## config.mk

```make
export PLATFORM = sky130hd
export DESIGN_NAME = adder_share_sched
export DESIGN_NICKNAME = d
export VERILOG_FILES = /design/src/rtl/adder_share_pkg.sv /design/src/rtl/adder_rr_arbiter.sv /design/src/rtl/adder_share_sched.sv
export SDC_FILE = /design/constraint.sdc
export NUM_CORES = 1
export LEC_CHECK = 0
export BUFFER_PORTS_ARGS = -buffer_cell sky130_fd_sc_hd__buf_2
export CORE_AREA = 2 2 218 220
export CTS_CLUSTER_DIAMETER = 30
export DETAILED_ROUTE_END_ITERATION = 12
export DIE_AREA = 0 0 220 222
export SLEW_MARGIN = 20
export SYNTH_ARGS = -nofsm -noshare
export SYNTH_HDL_FRONTEND = slang
export SYNTH_SLANG_ARGS = --single-unit
```

## constraint.sdc

```tcl
create_clock -name clk -period 3.5 [get_ports clk]
set_input_delay 0.525 -clock clk [delete_from_list [all_inputs] [get_ports clk]]
set_output_delay 0.525 -clock clk [all_outputs]
set_load 0.005 [all_outputs]
```

## src/rtl/adder_share_pkg.sv

```systemverilog
// Shared constants and width helpers for the shared-adder scheduler.
package adder_share_pkg;

  localparam int DEF_WIDTH   = 60;
  localparam int DEF_NUM_REQ = 4;

  // Tag width for n requesters; never below one bit.
  function automatic int id_width(input int n);
    int w;
    w = 0;
    while ((1 << w) < n) w++;
    return (w < 1) ? 1 : w;
  endfunction

  function automatic int sum_width(input int w);
    return w + 1;
  endfunction

endpackage

```

## src/rtl/adder_rr_arbiter.sv

```systemverilog
// Round-robin arbiter: picks the first requester after the last winner and
// owns the rotating pointer, which only moves when a grant is issued.
module adder_rr_arbiter
  import adder_share_pkg::*;
#(
  parameter int NUM_REQ = DEF_NUM_REQ,
  parameter int ID_W    = id_width(NUM_REQ)
) (
  input  logic               clk,
  input  logic               reset,
  input  logic [NUM_REQ-1:0] i_req,
  input  logic               i_en,
  output logic [NUM_REQ-1:0] o_gnt,
  output logic [ID_W-1:0]    o_gnt_idx,
  output logic               o_gnt_valid
);

  logic [ID_W-1:0] r_ptr;
  logic [ID_W-1:0] w_cand [NUM_REQ];
  logic [ID_W-1:0] w_idx;
  logic            w_found;

  // w_cand[k] is the requester index at scan offset k+1 from the pointer.
  for (genvar gi = 0; gi < NUM_REQ; gi++) begin : g_cand
    logic [ID_W:0] w_pos;
    assign w_pos       = {1'b0, r_ptr} + (ID_W + 1)'(gi + 1);
    assign w_cand[gi]  = (w_pos >= (ID_W + 1)'(NUM_REQ)) ?
                         ID_W'(w_pos - (ID_W + 1)'(NUM_REQ)) : ID_W'(w_pos);
  end

  always_comb begin
    w_found = 1'b0;
    w_idx   = '0;
    for (int k = NUM_REQ - 1; k >= 0; k--) begin
      if (i_req[w_cand[k]]) begin
        w_found = 1'b1;
        w_idx   = w_cand[k];
      end
    end
  end

  always_comb begin
    o_gnt_valid = i_en & w_found;
    o_gnt_idx   = w_idx;
    o_gnt       = '0;
    if (o_gnt_valid) o_gnt[w_idx] = 1'b1;
  end

  always_ff @(posedge clk) begin
    if (reset) begin
      r_ptr <= ID_W'(NUM_REQ - 1);
    end else if (o_gnt_valid) begin
      r_ptr <= w_idx;
    end
  end

endmodule

```

## src/rtl/adder_share_sched.sv

```systemverilog
// One registered adder shared by NUM_REQ requesters through a two-stage
// pipeline with backpressure. `ADDER_SHARE_SCHED_PERF_EN adds a grant counter.
module adder_share_sched
  import adder_share_pkg::*;
#(
  parameter int WIDTH   = DEF_WIDTH,
  parameter int NUM_REQ = DEF_NUM_REQ,
  parameter int ID_W    = id_width(NUM_REQ)
) (
  input  logic                     clk,
  input  logic                     reset,
  input  logic [NUM_REQ-1:0]       req_valid,
  input  logic [NUM_REQ*WIDTH-1:0] req_a,
  input  logic [NUM_REQ*WIDTH-1:0] req_b,
  output logic [NUM_REQ-1:0]       req_ready,
  output logic                     rsp_valid,
  output logic [ID_W-1:0]          rsp_id,
  output logic [WIDTH:0]           rsp_sum,
  input  logic                     rsp_ready
`ifdef ADDER_SHARE_SCHED_PERF_EN
  ,
  output logic [31:0]              perf_grants
`endif
);

  localparam int SUM_W = sum_width(WIDTH);

  logic [WIDTH-1:0] w_a_arr [NUM_REQ];
  logic [WIDTH-1:0] w_b_arr [NUM_REQ];
  logic [ID_W-1:0]  w_gnt_idx;
  logic             w_gnt_valid;
  logic             w_hold1;
  logic             w_hold2;
  logic             w_arb_en;
  logic [SUM_W-1:0] w_sum;

  logic [WIDTH-1:0] r_a1;
  logic [WIDTH-1:0] r_b1;
  logic [ID_W-1:0]  r_id1;
  logic             r_v1;
  logic [SUM_W-1:0] r_sum2;
  logic [ID_W-1:0]  r_id2;
  logic             r_v2;

  for (genvar gi = 0; gi < NUM_REQ; gi++) begin : g_operands
    assign w_a_arr[gi] = req_a[gi*WIDTH +: WIDTH];
    assign w_b_arr[gi] = req_b[gi*WIDTH +: WIDTH];
  end

  // S2 stalls on consumer backpressure; S1 stalls only if S2 cannot take it.
  assign w_hold2  = r_v2 & ~rsp_ready;
  assign w_hold1  = r_v1 & w_hold2;
  assign w_arb_en = ~w_hold1 & ~reset;

  adder_rr_arbiter #(
    .NUM_REQ (NUM_REQ),
    .ID_W    (ID_W)
  ) u_arb (
    .clk         (clk),
    .reset       (reset),
    .i_req       (req_valid),
    .i_en        (w_arb_en),
    .o_gnt       (req_ready),
    .o_gnt_idx   (w_gnt_idx),
    .o_gnt_valid (w_gnt_valid)
  );

  assign w_sum = {1'b0, r_a1} + {1'b0, r_b1};

  always_ff @(posedge clk) begin
    if (reset) begin
      r_v1  <= 1'b0;
      r_a1  <= '0;
      r_b1  <= '0;
      r_id1 <= '0;
    end else if (!w_hold1) begin
      r_v1 <= w_gnt_valid;
      if (w_gnt_valid) begin
        r_a1  <= w_a_arr[w_gnt_idx];
        r_b1  <= w_b_arr[w_gnt_idx];
        r_id1 <= w_gnt_idx;
      end
    end
  end

  always_ff @(posedge clk) begin
    if (reset) begin
      r_v2   <= 1'b0;
      r_sum2 <= '0;
      r_id2  <= '0;
    end else if (!w_hold2) begin
      r_v2 <= r_v1;
      if (r_v1) begin
        r_sum2 <= w_sum;
        r_id2  <= r_id1;
      end
    end
  end

  assign rsp_valid = r_v2;
  assign rsp_id    = r_id2;
  assign rsp_sum   = r_sum2;

`ifdef ADDER_SHARE_SCHED_PERF_EN
  logic [31:0] r_perf_grants;

  always_ff @(posedge clk) begin
    if (reset) begin
      r_perf_grants <= '0;
    end else if (w_gnt_valid) begin
      r_perf_grants <= r_perf_grants + 32'd1;
    end
  end

  assign perf_grants = r_perf_grants;
`endif

endmodule

```

**Word level (Yosys, flattened, before mapping)**

Index checks and enable logic that the tools add are counted.

- Output and inout bits: 68
- Input port bits: 487
- Logic and storage cells: 69
- Register bits after elaboration: 189

- Bitwise logic cells: 9
- Add/sub/neg operators: 9
- Reduce and logical (&&, ||, !) cells: 3
- Muxes and demuxes: 29
- $lt $le $gt $ge: 11

Operator list:

| kind | number |
|---|---|
| 60-bit binary-select mux with 2-bit select | 2 |
| 60-bit two-way mux | 4 |
| 60-bit by 60-bit adder with 61-bit output | 1 |
| 2-bit two-way mux | 8 |
| 3-bit >= comparator (second input constant) | 5 |
| 2-bit by 3-bit less-than comparator with 1-bit output (second input constant) | 5 |
| 1-bit two-way mux | 9 |
| 1-bit binary-select mux with 2-bit select | 4 |
| 2-bit by 1-bit subtractor with 2-bit output (second input constant) | 4 |
| 2-bit by 2-bit adder with 3-bit output (second input constant) | 2 |
| 1-bit AND | 4 |
| 4-bit two-way mux | 1 |
| 1-bit NOT | 4 |
| 2-bit AND reduction | 2 |
| 2-bit by 1-bit adder with 3-bit output (second input constant) | 1 |
| 2-bit by 3-bit adder with 3-bit output (second input constant) | 1 |
| 2-bit NOT with 3-bit output | 1 |
| 1-bit demux with 2-bit select | 1 |
| 2-bit by 1-bit >= comparator with 1-bit output (second input constant) | 1 |
| 1-bit logical AND | 1 |

**Depth between registers and ports, before layout**

- Word-level depth: 14
- Gate-level depth with buffers: 11
- Mapped depth without buffers: 11

**By module**

Synthesis repeated with hierarchy kept, for this count alone.

- Cells, all modules: 1455
- Area total of the unflattened synthesis: 12846.1 µm²

Modules (own cells, without submodules):

| module | times used | sequential area each (µm²) | area each (µm²) | cells each |
|---|---|---|---|---|
| adder_share_sched | 1 | 3743.6 | 12592.1 | 1429 |
| adder_rr_arbiter | 1 | 40.0 | 254.0 | 26 |

**Worst setup path before layout**

OpenSTA, ideal clock, no wires.

- Path type: register -> register
- From: reg r_a1[3]
- To: reg r_sum2[55] (netlist: rsp_sum[55])
- Slack: 0.809 ns
- Cell stages (with the launch flop): 11
- Clock period less this slack: 2.691 ns
- Setup time: 0.117 ns
- Data arrival time: 2.573 ns
- Path buffers: 0
- Path through: dfxtp_1 > ha_1 > nand2_1 > nor3_1 > o2111ai_2 > a2111oi_4 > o211ai_4 > a211oi_2 > o21bai_1 > a21o_1 > a32o_1

- Cells in the longest elaborated chain, start to end: 1

Ends and longest elaborated chain:

| item | RTL line | source |
|---|---|---|
| start: declaration | adder_share_sched.sv:37 | `logic [WIDTH-1:0] r_a1;` |
| start signal: assignment | adder_share_sched.sv:79 | `r_a1 <= w_a_arr[w_gnt_idx];` |
| 60-bit by 60-bit adder with 61-bit output | adder_share_sched.sv:68 | `assign w_sum = {1'b0, r_a1} + {1'b0, r_b1};` |
| end signal: assignment | adder_share_sched.sv:94 | `r_sum2 <= w_sum;` |
| end: declaration | adder_share_sched.sv:41 | `logic [SUM_W-1:0] r_sum2;` |

Every way passes these cells.
A chain may end at the register's enable or synchronous reset.

**Worst setup path in the final report**

- From: reg r_v2 (netlist: rsp_valid)
- To: out req_ready[3]

- Cells in the longest elaborated chain, start to end: 6

Ends and longest elaborated chain:

| item | RTL line | source |
|---|---|---|
| start: declaration | adder_share_sched.sv:43 | `logic r_v2;` |
| start signal: assignment | adder_share_sched.sv:92 | `r_v2 <= r_v1;` |
| 1-bit AND | adder_share_sched.sv:51 | `assign w_hold2 = r_v2 & ~rsp_ready;` |
| 1-bit AND | adder_share_sched.sv:52 | `assign w_hold1 = r_v1 & w_hold2;` |
| 1-bit NOT (no line) | - |  |
| 1-bit AND | adder_share_sched.sv:53 | `assign w_arb_en = ~w_hold1 & ~reset;` |
| 1-bit AND | adder_rr_arbiter.sv:43 | `o_gnt_valid = i_en & w_found;` |
| 4-bit two-way mux | adder_rr_arbiter.sv:46 | `if (o_gnt_valid) o_gnt[w_idx] = 1'b1;` |
| end: declaration | adder_share_sched.sv:15 | `output logic [NUM_REQ-1:0] req_ready,` |

Every way passes these cells.

==> metrics <==
setup_tns 0 ns; register area share after synthesis 27.9%; clock root buffer sky130_fd_sc_hd__clkbuf_16; Residual DRC 0; clock tree from TritonCTS built; Chip Height 222 µm; fin worst setup slack 0.231 ns; clock period minus final worst setup slack 3.27 ns; utilization of the core after routing 37.9%; Post-CTS Repair Setup Buffers 0; mapped cell area 0.0136 mm²; worst hold path depth 3; capture instance of the worst register-to-register path rsp_sum[54]$_SDFFE_PP0P_; Synth area leader sky130_fd_sc_hd__dfxtp_1; Layout fillers 5072; initial core utilization 29.3%; Hold Path End r_b1[56]$_SDFFE_PP0P_; # nets final 3021; number of violations of the max-capacitance limit 0; placer's final routability congestion estimate 0.968; Arrival @ worst endpoint 2.74 ns; clock transition at the registers of the reported paths 0.08 ns; Port Buffer Count 554; number of flops mapped to enable cells by yosys 0; initial antenna violation count 4; number of placed instances, taps included 3061; maximum fanout along the worst path 18; initial detailed-routing violation count 1207; Setup CP Type register to output pin; routed via count divided by cell count 5.30; half-perimeter wire length after detailed placement 53400 µm; WL final 65700 µm; overall die area 0.0488 mm²; overall global routing resource usage 26.2%; Finish-stage setup viols 0; net count after synthesis 2548; row count 79; aggregate global routing overflow 0; Longest Clk Path Bufs 2; cts bufs inserted 17; Pre-Repair DR Iteration Count 6; most frequent cells in the layout sky130_fd_sc_hd__nand2_1, sky130_fd_sc_hd__buf_2, sky130_fd_sc_hd__a21oi_1; pre-CTS setup slack 0.275 ns; Cell variety after synth 77; Antenna Nets Post-Route 0; part of the cycle the worst path needs 93.4%; htree depth 4; leakage 8.44 nW; PnR Total Power 8.60 mW; post-route clock skew 0.0118 ns; chip width 220 µm; classification of the worst-slack hold path primary input to register; worst reg2reg path startpoint r_a1[11]$_SDFFE_PP0P_; top flip-flop cell by instance count after synthesis sky130_fd_sc_hd__dfxtp_1; run status completed; clock insertion delay at the later pin of the skew report 0.45 ns; clk sinks 189; post-synth top area share 27.9%; core area 0.0463 mm²; P&R area growth vs syn 29.3%; worst reg-to-reg path cell count 10; count of yosys warnings during synthesis 0; average wire length per cell after detail routing 21.2 µm; footprint of the multi-input gates 0.00905 mm²; cells taking the most area after synthesis sky130_fd_sc_hd__dfxtp_1, sky130_fd_sc_hd__nand2_1, sky130_fd_sc_hd__a21oi_1; first-pass GRT wire length 96100 µm; #FFs+latches synth 189; count of endpoints failing hold in the final timing report 0; Final Max Tran Viols 0; Hold-fix buffers, CTS 0; sort of element at the end of the critical path output pin; total power density per cell area 491 mW/mm²; syn_area_per_cell 6.78 µm²; sequential cell area 0.00378 mm²; maximum clock frequency 306 MHz; largest net degree at the start of global routing 119; fraction of layout cells with a size suffix above 1 27.3%; critical path startpoint category register; r2r setup slk 0.27 ns; I/O pin count 555; required time of the critical path 2.97 ns; Max-Slew Margin vs Limit 41.6%; vias in the first global route 15700; startpoint of the worst hold path req_b[116]; via count 16400; asr flop ratio synth 0%; Finished Layout Cells 3101; unrepaired setup endpoints after global routing false; commonest non-fill, non-tap cell in the layout sky130_fd_sc_hd__nand2_1; worst slew pin tran 0.870 ns; Cells after Synth 2000; maximum vdd ir drop 0.324 mV
power breakdown:
part	total [mW]	internal, mW	switching (mW)
combinational	3.89	1.42	2.46
sequential	2.78	2.51	0.270
clock	1.93	0.938	0.996
total	8.60	4.87	3.73
timing repair:
| action | 4_1_cts | 5_1_grt |
|---|---|---|
| endpoints found under the hold margin | 0 | 0 |
| setup endpoints to repair | 0 | 5 |
| resized for setup | 0 | 3 |
through the flow:
step / hold slack [ns] / area (µm²)
2_1_floorplan: 0.423 / 13600
3_3_place_gp: 0.432 / 16900
3_5_place_dp: 0.443 / 16900
4_1_cts: 0.341 / 17500
5_1_grt: 0.359 / 17500
6_report: 0.351 / 17500
Yosys cell counts, types with 4 or more instances:
| cell type | instances |
|---|---|
| sky130_fd_sc_hd__nor3_1 | 20 |
| sky130_fd_sc_hd__buf_1 | 18 |
| sky130_fd_sc_hd__o31ai_1 | 6 |
| sky130_fd_sc_hd__nand3_1 | 115 |
| sky130_fd_sc_hd__nand2_1 | 577 |
| sky130_fd_sc_hd__a211oi_1 | 4 |
| sky130_fd_sc_hd__a21o_1 | 30 |
| sky130_fd_sc_hd__inv_1 | 22 |
| sky130_fd_sc_hd__or3_1 | 6 |
| sky130_fd_sc_hd__a21oi_1 | 245 |
| sky130_fd_sc_hd__nor2_1 | 108 |
| sky130_fd_sc_hd__a31oi_1 | 5 |
| sky130_fd_sc_hd__nand2b_1 | 5 |
| sky130_fd_sc_hd__nor4_1 | 5 |
| sky130_fd_sc_hd__clkbuf_1 | 117 |
| sky130_fd_sc_hd__buf_6 | 5 |
| sky130_fd_sc_hd__o211ai_1 | 10 |
| sky130_fd_sc_hd__xor2_1 | 17 |
| sky130_fd_sc_hd__and2_1 | 4 |
| sky130_fd_sc_hd__nor2b_1 | 6 |
| sky130_fd_sc_hd__o21a_1 | 9 |
| sky130_fd_sc_hd__xnor2_1 | 17 |
| sky130_fd_sc_hd__o21ai_1 | 11 |
| sky130_fd_sc_hd__o21ai_0 | 110 |
| sky130_fd_sc_hd__mux2i_1 | 39 |
| sky130_fd_sc_hd__dfxtp_1 | 189 |
| sky130_fd_sc_hd__and3_1 | 61 |
| sky130_fd_sc_hd__a311oi_1 | 57 |
| sky130_fd_sc_hd__ha_1 | 60 |
| sky130_fd_sc_hd__nand4_1 | 23 |
| sky130_fd_sc_hd__o21bai_1 | 15 |
| sky130_fd_sc_hd__buf_4 | 10 |
final cells by class:
class | count | share of cell area, %
antenna | 8 | 0.114
sequential | 189 | 21.6
clock buffer | 17 | 2.43
multi-input combinational | 1633 | 51.6
timing repair buffer | 610 | 18.7
clock inverter | 15 | 0.750
tap | 607 | 4.34
inverter | 22 | 0.471
layer usage:
layer  routed length, µm  part of all wire (%)  track usage, %  vias up
met5                   0                     0               0        -
met4                 975                   1.5            5.69        0
met3                4240                   6.5            4.10       48
met2               30900                    47            43.0      625
met1               29600                    45            35.8     7787
li1                    -                     -               -     7982
cell families after synthesis:
family                   synth area share [%]
AO/OA/AOI/OAI                            25.2
XOR/XNOR                                 2.20
AND/OR/NAND/NOR                          30.1
multiplexers                             2.88
buffers and inverters                    5.98
flip-flops                               27.9
adder cells (fa/ha/maj)                  5.69
critical path, stage by stage (launching register included):
cell	delay (ns)
sky130_fd_sc_hd__dfxtp_1	0.31
sky130_fd_sc_hd__nor2b_1	0.19
sky130_fd_sc_hd__and2_1	0.19
sky130_fd_sc_hd__nor3_1	0.67
sky130_fd_sc_hd__nand2_2	0.57
sky130_fd_sc_hd__nor2_1	0.21
sky130_fd_sc_hd__buf_2	0.14
worst max path at each step:
stage / startpoint / end
after floorplan: r_a1[3]$_SDFFE_PP0P_ / rsp_sum[55]$_SDFFE_PP0P_
after global placement: r_a1[12]$_SDFFE_PP0P_ / rsp_sum[54]$_SDFFE_PP0P_
after detailed placement: r_a1[13]$_SDFFE_PP0P_ / rsp_sum[54]$_SDFFE_PP0P_
after CTS: rsp_valid$_SDFFE_PP0N_ / req_ready[3]
after global routing: r_a1[11]$_SDFFE_PP0P_ / rsp_sum[52]$_SDFFE_PP0P_
final: rsp_valid$_SDFFE_PP0N_ / req_ready[3]
flip-flops by register name (all words and copies together) (netlist names):
register     flops
u_arb.r_ptr      2
r_v1             1
r_a1            60
rsp_id           2
r_id1            2
rsp_sum         61
r_b1            60
rsp_valid        1
Power figures use the tool's default switching activity.
